--- config.mk ---
export PLATFORM = sky130hd
export DESIGN_NAME = exec_sequencer_flat
export DESIGN_NICKNAME = d
export VERILOG_FILES = /design/src/rtl/exec_sequencer_if.sv /design/src/rtl/exec_sequencer.sv /design/src/flat_wrapper.sv
export SDC_FILE = /design/constraint.sdc
export NUM_CORES = 1
export LEC_CHECK = 0
export BUFFER_PORTS_ARGS = -buffer_cell sky130_fd_sc_hd__buf_2
export CAP_MARGIN = 25
export CORE_MARGIN = 5
export CORE_UTILIZATION = 38
export CTS_CLUSTER_DIAMETER = 60
export DETAILED_ROUTE_END_ITERATION = 10
export GPL_TIMING_DRIVEN = 0
export PLACE_DENSITY = 0.66
export SKIP_CTS_REPAIR_TIMING = 1
export SYNTH_ARGS = -nofsm -noshare
export SYNTH_HDL_FRONTEND = slang
export SYNTH_SLANG_ARGS = --single-unit
--- constraint.sdc ---
create_clock -name clk -period 3.9 [get_ports clk]
set_clock_uncertainty 0.15 [all_clocks]
set_input_delay 0.195 -clock clk [delete_from_list [all_inputs] [get_ports clk]]
set_output_delay 0.195 -clock clk [all_outputs]
set_load 0.05 [all_outputs]
--- src/rtl/exec_sequencer_if.sv ---
// Instruction-decode and memory-beat signal bundle for exec_sequencer.
// The slave modport is the sequencer side; the master modport is the
// decode/memory environment that drives it.
interface exec_sequencer_if #(
    parameter int IDX_W = 4
) ();
    // Instruction handshake from decode
    logic             instr_valid;
    logic [3:0]       functype;
    logic [IDX_W-1:0] cycle_count;
    logic             v_en;
    logic             s_en;
    logic             instr_ready;

    // Memory beat handshake
    logic             mem_ready;
    logic             mem_req;
    logic             mem_we;
    logic [IDX_W-1:0] elem_idx;

    // Register file write-back and status
    logic             vrf_we;
    logic [IDX_W-1:0] wb_idx;
    logic             srf_we;
    logic             busy;
    logic             done;
    logic             illegal;

    modport slave (
        input  instr_valid, functype, cycle_count, v_en, s_en, mem_ready,
        output instr_ready, busy, mem_req, mem_we, elem_idx,
               vrf_we, wb_idx, srf_we, done, illegal
    );

    modport master (
        output instr_valid, functype, cycle_count, v_en, s_en, mem_ready,
        input  instr_ready, busy, mem_req, mem_we, elem_idx,
               vrf_we, wb_idx, srf_we, done, illegal
    );
endinterface

--- src/rtl/exec_sequencer.sv ---
// Execution sequencer: accepts one decoded instruction at a time, runs
// single-cycle execute for register ops, or a multi-beat memory sequence
// for VLD/VST, and emits register-file write strobes and a retire pulse.
// Every output except instr_ready/busy is a register; those two are decoded
// from the registered state only.
module exec_sequencer #(
    parameter int IDX_W = 4
) (
    input  logic              clk,
    input  logic              rst_n,
    exec_sequencer_if.slave   bus
);

    typedef enum logic [3:0] {
        OP_VADD = 4'b0000,
        OP_VDOT = 4'b0001,
        OP_SMUL = 4'b0010,
        OP_SST  = 4'b0011,
        OP_VLD  = 4'b0100,
        OP_VST  = 4'b0101,
        OP_SLL  = 4'b0110,
        OP_SLH  = 4'b0111,
        OP_NOP  = 4'b1111
    } op_e;

    typedef enum logic [2:0] {
        ST_IDLE = 3'd0,
        ST_EXEC = 3'd1,
        ST_MEM  = 3'd2,
        ST_WB   = 3'd3,
        ST_FIN  = 3'd4
    } state_e;

    // Opcodes 1000..1110 are unassigned; 1111 is NOP and is legal.
    function automatic logic is_undefined(input logic [3:0] op);
        return (op[3] == 1'b1) && (op != OP_NOP);
    endfunction

    // Only defined, non-NOP register ops may raise a write strobe in EXEC.
    function automatic logic exec_may_write(input logic [3:0] op);
        return (!is_undefined(op)) && (op != OP_NOP);
    endfunction

    state_e           state_r;
    logic [3:0]       op_r;
    logic [IDX_W-1:0] cnt_r;
    logic             v_en_r;
    logic             s_en_r;

    logic             mem_req_r;
    logic             mem_we_r;
    logic [IDX_W-1:0] elem_idx_r;
    logic             vrf_we_r;
    logic [IDX_W-1:0] wb_idx_r;
    logic             srf_we_r;
    logic             done_r;
    logic             illegal_r;

    logic             idle_s;
    logic             transfer_s;
    logic             last_beat_s;

    assign idle_s      = (state_r == ST_IDLE);
    assign transfer_s  = bus.instr_valid && idle_s;
    assign last_beat_s = (elem_idx_r == cnt_r);

    // Sequencer FSM with all registered outputs updated alongside the state.
    always_ff @(posedge clk or negedge rst_n) begin
        if (!rst_n) begin
            state_r    <= ST_IDLE;
            op_r       <= 4'b0000;
            cnt_r      <= {IDX_W{1'b0}};
            v_en_r     <= 1'b0;
            s_en_r     <= 1'b0;
            mem_req_r  <= 1'b0;
            mem_we_r   <= 1'b0;
            elem_idx_r <= {IDX_W{1'b0}};
            vrf_we_r   <= 1'b0;
            wb_idx_r   <= {IDX_W{1'b0}};
            srf_we_r   <= 1'b0;
            done_r     <= 1'b0;
            illegal_r  <= 1'b0;
        end else begin
            // Strobes and the retire pulse are single-cycle unless re-armed below.
            vrf_we_r <= 1'b0;
            srf_we_r <= 1'b0;
            done_r   <= 1'b0;

            case (state_r)
                ST_IDLE: begin
                    if (transfer_s) begin
                        op_r   <= bus.functype;
                        cnt_r  <= bus.cycle_count;
                        v_en_r <= bus.v_en;
                        s_en_r <= bus.s_en;
                        if ((bus.functype == OP_VLD) || (bus.functype == OP_VST)) begin
                            state_r    <= ST_MEM;
                            mem_req_r  <= 1'b1;
                            mem_we_r   <= (bus.functype == OP_VST);
                            elem_idx_r <= {IDX_W{1'b0}};
                        end else begin
                            // Register op: the EXEC cycle shows the strobes and retires.
                            state_r  <= ST_EXEC;
                            done_r   <= 1'b1;
                            wb_idx_r <= {IDX_W{1'b0}};
                            if (exec_may_write(bus.functype)) begin
                                vrf_we_r <= bus.v_en;
                                srf_we_r <= bus.s_en;
                            end else begin
                                vrf_we_r <= 1'b0;
                                srf_we_r <= 1'b0;
                            end
                            if (is_undefined(bus.functype)) begin
                                illegal_r <= 1'b1;
                            end else begin
                                illegal_r <= illegal_r;
                            end
                        end
                    end else begin
                        state_r <= ST_IDLE;
                    end
                end

                ST_EXEC: begin
                    state_r <= ST_IDLE;
                end

                ST_MEM: begin
                    if (bus.mem_ready) begin
                        // Load data returns one cycle after the beat is accepted,
                        // so the write for beat k lands on the following cycle.
                        if (op_r == OP_VLD) begin
                            vrf_we_r <= 1'b1;
                            wb_idx_r <= elem_idx_r;
                        end else begin
                            vrf_we_r <= 1'b0;
                        end
                        if (last_beat_s) begin
                            // Index stays at the count: no wrap after beat 15.
                            mem_req_r <= 1'b0;
                            mem_we_r  <= 1'b0;
                            done_r    <= 1'b1;
                            state_r   <= (op_r == OP_VLD) ? ST_WB : ST_FIN;
                        end else begin
                            elem_idx_r <= elem_idx_r + {{(IDX_W-1){1'b0}}, 1'b1};
                        end
                    end else begin
                        // Stall: hold the beat indefinitely until memory accepts it.
                        state_r <= ST_MEM;
                    end
                end

                ST_WB: begin
                    state_r <= ST_IDLE;
                end

                ST_FIN: begin
                    state_r <= ST_IDLE;
                end

                default: begin
                    state_r   <= ST_IDLE;
                    mem_req_r <= 1'b0;
                    mem_we_r  <= 1'b0;
                end
            endcase
        end
    end

    assign bus.instr_ready = idle_s;
    assign bus.busy        = !idle_s;
    assign bus.mem_req     = mem_req_r;
    assign bus.mem_we      = mem_we_r;
    assign bus.elem_idx    = elem_idx_r;
    assign bus.vrf_we      = vrf_we_r;
    assign bus.wb_idx      = wb_idx_r;
    assign bus.srf_we      = srf_we_r;
    assign bus.done        = done_r;
    assign bus.illegal     = illegal_r;

endmodule

--- src/flat_wrapper.sv ---
// flat-port wrapper written by rule: the top's interface ports become plain ports
module exec_sequencer_flat 
#(
    parameter int IDX_W = 4
)
  (clk, rst_n, bus_instr_valid, bus_functype, bus_cycle_count, bus_v_en, bus_s_en, bus_mem_ready, bus_instr_ready, bus_busy, bus_mem_req, bus_mem_we, bus_elem_idx, bus_vrf_we, bus_wb_idx, bus_srf_we, bus_done, bus_illegal);
  exec_sequencer_if #(.IDX_W(IDX_W)) bus_i ();
  input  logic clk;
  input  logic rst_n;
  input wire logic [$bits(bus_i.instr_valid)-1:0] bus_instr_valid;
  input wire logic [$bits(bus_i.functype)-1:0] bus_functype;
  input wire logic [$bits(bus_i.cycle_count)-1:0] bus_cycle_count;
  input wire logic [$bits(bus_i.v_en)-1:0] bus_v_en;
  input wire logic [$bits(bus_i.s_en)-1:0] bus_s_en;
  input wire logic [$bits(bus_i.mem_ready)-1:0] bus_mem_ready;
  output wire logic [$bits(bus_i.instr_ready)-1:0] bus_instr_ready;
  output wire logic [$bits(bus_i.busy)-1:0] bus_busy;
  output wire logic [$bits(bus_i.mem_req)-1:0] bus_mem_req;
  output wire logic [$bits(bus_i.mem_we)-1:0] bus_mem_we;
  output wire logic [$bits(bus_i.elem_idx)-1:0] bus_elem_idx;
  output wire logic [$bits(bus_i.vrf_we)-1:0] bus_vrf_we;
  output wire logic [$bits(bus_i.wb_idx)-1:0] bus_wb_idx;
  output wire logic [$bits(bus_i.srf_we)-1:0] bus_srf_we;
  output wire logic [$bits(bus_i.done)-1:0] bus_done;
  output wire logic [$bits(bus_i.illegal)-1:0] bus_illegal;
  assign bus_i.instr_valid = bus_instr_valid;
  assign bus_i.functype = bus_functype;
  assign bus_i.cycle_count = bus_cycle_count;
  assign bus_i.v_en = bus_v_en;
  assign bus_i.s_en = bus_s_en;
  assign bus_i.mem_ready = bus_mem_ready;
  assign bus_instr_ready = bus_i.instr_ready;
  assign bus_busy = bus_i.busy;
  assign bus_mem_req = bus_i.mem_req;
  assign bus_mem_we = bus_i.mem_we;
  assign bus_elem_idx = bus_i.elem_idx;
  assign bus_vrf_we = bus_i.vrf_we;
  assign bus_wb_idx = bus_i.wb_idx;
  assign bus_srf_we = bus_i.srf_we;
  assign bus_done = bus_i.done;
  assign bus_illegal = bus_i.illegal;
  exec_sequencer #(.IDX_W(IDX_W)) u_core (.clk(clk), .rst_n(rst_n), .bus(bus_i));
endmodule
==> impl_metrics.yaml, run 1 <==
sta:
  max_freq_mhz: 535
  period_share: 0.479
  maxSlewViolCount: 0
  rsz0062_at_grt: "false"
  fin_ws_ns: 2.03
  worst-slew-pin-transition_ns: 0.847
  period_needed_ns: 1.87
  final.setup.tns_ns: 0
  setup_viol: 0
  finalHoldViolCount: 0
  slew_headroom: 0.434
placement:
  place_congestion: 0.814
  port_buffers: 29
  placed_area_mm2: 0.00135
  post-place-ws_ns: 2.09
  hpwl_um: 1760
global_routing:
  grt_pass1_wl_um: 3840
  grt_max_degree: 26
  antenna_found_initial: 0
  grt-ovfl-total: 0
  grt.total_usage: 0.115
  grt_pass1_vias: 883
routing:
  ant_nets: 0
  wl_um: 2340
  vias_per_cell: 5.04
  drc_errors: 0
  vias: 882
  drt_iter0_drc: 28
  drtPass1Iterations: 4
  routedWlPerCell_um: 13.4
final_layout:
  final_cell_area_mm2: 0.00147
  nets: 158
  final_core_util: 0.490
  antenna_cells: 0
  layout-drive-gt1-share: 0.338
  area_growth_pct: 25.9
synthesis:
  yosysSeqAreaShare: 0.536
  post_synth.cell_area_avg_um2: 11.7
  syn_nets: 115
  synth_top_cells_by_area: "dfrtp_1, mux2_2, nand2_1, mux2i_1, xor2_1"
  ys_warn_count: 0
  syn_area_mm2: 0.00117
  synth_cells: 100
  yosysUniqueCellTypes: 32
  synth_top_cell_by_area: "dfrtp_1"
  synth_top_cell_area_share: 0.536
  synth-seq-cells: 25
die:
  fp-row-count: 20
  die_x_um: 65.4
  start_util: 0.389
  dieArea_mm2: 0.00428
  pin_count: 30
  die_y_um: 65.4
  core-area_mm2: 0.00300
clock_tree:
  cts_max_level: 1
  cts_buffers: 3
  clk_latency_ns: 0.31
  root_buffer: "clkbuf_4"
  cts_sinks: 25
  cts_tree: "yes"
  clkTransAtPathRegs_ns: 0.13
  clock_path_buffers: 2
pwr:
  clock_power_share: 0.120
  switching_power_mw: 0.399
  cellPowerDensity_mw_per_mm2: 630
  cellLeakagePower_nw: 0.737
  seqPwrFrac: 0.432
  p_int_mw: 0.526
  sw_frac_of_total: 0.431
  combPwrFrac: 0.448
  power_mw: 0.926
  max-vdd-ir-drop_mv: 0.293
setup_path:
  critical_path.max_stage_delay_ns: 0.67
  cp_slowest_cell: "nor4b_1"
  critPathArrivalTime_ns: 1.95
  critPathLaunchType: "flop"
  cp_max_fo: 4
  worst-path-buf-inv: 0
  crit_chain: "nor4b_1 -> nand2_1 -> nand2_2 -> mux2i_1"
  critPathTopFamily: "simple AND/OR/NAND/NOR gates"
  worst-endpoint-required_ns: 3.98
  worstSetupPathType: "reg -> reg"
  r2r_slack_ns: 2.03
  crit_path_end_kind: "flop"
outcome:
  status: "completed"
flow_run:
  drv_cap: 0
worst_hold_path:
  hold_class: "in -> reg"
==> Yosys cell counts (all sizes together) <==
master,count
a211o,1
a21oi,3
a22o,2
a31o,1
and2,2
and2b,2
and3,2
and4bb,1
buf,1
dfrtp,25
ha,1
inv,7
mux2,9
mux2i,4
nand2,13
nand3,3
nor2,5
nor3b,2
nor4,1
nor4b,2
o21ai,3
o22a,1
o22ai,1
o2bb2ai,1
o41a,1
or2b,1
or3,1
xor2,4
==> worst paths after layout <==
kind	from	endpoint	cells past startpoint
max reg2reg	u_core.op_r[1]	u_core.bus.wb_idx[2]	4
max in group asynchronous	rst_n	u_core.cnt_r[1]	2
min in group asynchronous	rst_n	u_core.bus.srf_we	2
min reg2reg	u_core.bus.illegal	u_core.bus.illegal	1
min	bus_functype[1]	u_core.op_r[1]	2
max	u_core.op_r[1]	u_core.bus.wb_idx[2]	4
==> placed cells by master (no fill, tap or decap), types with 2 or more instances in the layout <==
| master | netlist | final |
|---|---|---|
| buf_2 | 0 | 29 |
| a22o_1 | 2 | 2 |
| dlygate4sd3_1 | 0 | 9 |
| xor2_1 | 4 | 4 |
| mux2i_1 | 4 | 4 |
| o21ai_0 | 3 | 3 |
| inv_1 | 7 | 7 |
| nor2_1 | 5 | 5 |
| a21oi_1 | 3 | 3 |
| clkbuf_4 | 0 | 3 |
| and2_1 | 2 | 2 |
| dfrtp_1 | 25 | 25 |
| mux2_2 | 9 | 9 |
| and2b_1 | 2 | 2 |
| nand3_1 | 3 | 3 |
| nand2_1 | 11 | 11 |
| and3_1 | 2 | 2 |
==> logic make-up after synthesis <==
kind of cell             after synthesis  synth area share
AND/OR/NAND/NOR                       35             0.184
flip-flops                            25             0.536
AO/OA/AOI/OAI                         14            0.0857
multiplexers                          13             0.121
buffers and inverters                  8            0.0322
XOR/XNOR                               4            0.0300
adder cells (fa/ha/maj)                1            0.0107
==> per-stage QoR <==
stage | hold slack [ns] | std cells
after floorplan | -0.251 | 100
after global placement | 0.0588 | 162
after detailed placement | 0.0669 | 162
after CTS | -0.288 | 166
after global routing | 0.0188 | 175
final | 0.0226 | 175
==> area by class of cell <==
type,instances,area (µm²)
plain buffers,1,11.3
inverters,7,26.3
fillers,283,1530
flip-flops and latches,25,626
clock buffers,4,26.3
repair buffers,38,235
multi-input cells,67,504
well taps,33,41.3
==> registers in the layout, indices dropped and copies added, names as in the netlist, 3 cells and up <==
signal and flops:
u_core.bus.wb_idx 4, u_core.op_r 4, u_core.bus.elem_idx 4, u_core.state_r 3, u_core.cnt_r 4
==> power groups by stage <==
stage / combinational, mW / clock [mW] / sequential (mW)
2_1_floorplan: 0.229 / 0 / 0.487
3_3_place_gp: 0.407 / 0 / 0.400
3_5_place_dp: 0.412 / 0 / 0.405
4_1_cts: 0.413 / 0.119 / 0.399
5_1_grt: 0.447 / 0.128 / 0.412
6_report: 0.414 / 0.111 / 0.400
==> per-layer routing <==
metal  share of wire  routed length (µm)  track usage
met1            0.46                1080        0.146
met2            0.50                1160        0.196
met3           0.029                  67       0.0171
met4           0.012                  28       0.0466
met5               0                   0            0
Power figures use the tool's default switching activity.
==> run 2: changes to the inputs <==
- PLACE_DENSITY: 0.66 -> 0.68
- clock period: 3.9 -> 1.7 ns (I/O delays scaled with it)
==> impl_metrics.yaml, run 2 (synthesis gave the netlist of run 1 again) <==
routing:
  routedWlPerCell_um: 14.9
  wl_um: 2880
  vias: 989
  ant_nets: 0
  vias_per_cell: 5.12
  drc_errors: 0
  drtPass1Iterations: 4
  drt_iter0_drc: 18
final_layout:
  area_growth_pct: 51.7
  final_cell_mix: "buf_2, dfrtp_1, dlygate4sd3_1, buf_4, nand2_1"
  finalNonFillerCells: 193
  final_cell_area_mm2: 0.00177
  final_common_cell: "buf_2"
  layout-drive-gt1-share: 0.506
  final.fill_count: 254
  antenna_cells: 0
  nets: 176
sta:
  setup_viol: 17
  max_freq_mhz: 558
  fin_ws_ns: -0.0907
  whs_ns: 0.122
  period_needed_ns: 1.79
  rsz0062_at_grt: "true"
  slew_headroom: 0.633
  worst-slew-pin-transition_ns: 0.551
  maxSlewViolCount: 0
  period_share: 1.05
  finalHoldViolCount: 0
global_routing:
  grt-ovfl-total: 0
  grt_pass1_vias: 913
  grt_max_degree: 26
  grt.total_usage: 0.117
  antenna_found_initial: 0
  grt_pass1_wl_um: 3900
pwr:
  power_mw: 2.65
  max-vdd-ir-drop_mv: 0.759
  cellPowerDensity_mw_per_mm2: 1500
  cellLeakagePower_nw: 0.882
clock_tree:
  cts_tree: "yes"
  clk_latency_ns: 0.31
  cts_buffers: 3
  clkTransAtPathRegs_ns: 0.13
  cts_max_level: 1
  cts_sinks: 25
  clock_path_buffers: 2
  root_buffer: "clkbuf_4"
placement:
  dp.cells: 162
  hpwl_um: 1760
  placed_area_mm2: 0.00137
  port_buffers: 29
  post-place-ws_ns: -0.114
  place_congestion: 0.808
die:
  start_util: 0.389
  pin_count: 30
  die_y_um: 65.4
  core-area_mm2: 0.00300
  dieArea_mm2: 0.00428
  fp-row-count: 20
  die_x_um: 65.4
setup_path:
  worst-endpoint-required_ns: 1.77
  worstSetupPathType: "reg -> reg"
  critPathArrivalTime_ns: 1.86
  crit_path_end_kind: "flop"
  cp_max_fo: 8
  critPathLaunchType: "flop"
flow_run:
  drv_cap: 0
outcome:
  violations: "setup timing"
  status: "finished, violations left"
worst_hold_path:
  hold_class: "in -> async"
==> run 2: cell types whose count changed in the layout (fill, tap and decap cells not counted), sizes merged <==
cell | before | now
buf | 30 | 44
clkbuf | 4 | 5
clkinvlp | 0 | 1
dlygate4sd3 | 9 | 12
inv | 7 | 6
==> run 2: through the flow <==
| step | util | setup TNS [ns] |
|---|---|---|
| final | 0.590 | -0.675 |
| after global routing | 0.590 | -1.79 |
| after CTS | 0.464 | -1.21 |
| after detailed placement | 0.455 | -0.776 |
| after global placement | 0.455 | -0.693 |
| after floorplan | - | -0.209 |
==> run 2: power breakdown <==
part	switching [mW]	internal, mW	total (mW)
Sequential	0.179	0.777	0.956
Clock	0.171	0.0918	0.263
Combinational	0.751	0.682	1.43
==> run 2: final timing paths <==
kind                                          endpoint  cells past startpoint  slack (ns)                from
worst min register to register      u_core.bus.illegal                      1        0.36  u_core.bus.illegal
worst max-delay path            u_core.bus.elem_idx[0]                      4       -0.09   u_core.state_r[2]
worst max register to register  u_core.bus.elem_idx[0]                      4       -0.09   u_core.state_r[2]
worst min-delay path                    u_core.op_r[2]                      2        0.12               rst_n
max in group asynchronous            u_core.state_r[2]                      2        0.88               rst_n
min in group clk                       u_core.bus.done                      4        0.15     bus_instr_valid
==> run 2: worst max-delay path: stages, from the launching register on <==
cell	delay (ns)
dfrtp_2	0.47
and4bb_2	0.39
o41a_1	0.36
nor2_2	0.06
mux2_2	0.26
==> run 2: per-layer routing <==
layer,up-vias,GRT usage,wire (µm)
met5,-,0,0
met4,0,0.0466,44
met3,7,0.0274,138
met2,22,0.209,1500
met1,488,0.136,1190
li1,472,-,-
==> run 2: area by class of cell <==
type	instances	area, µm²	share of cell area
Timing Repair Buffer	56	422	0.238
Sequential cell	25	633	0.358
Buffer	1	11.3	0.00636
Inverter	7	30.0	0.0170
Clock buffer	4	26.3	0.0148
Tap cell	33	41.3	0.0233
Multi-Input combinational cell	67	607	0.343
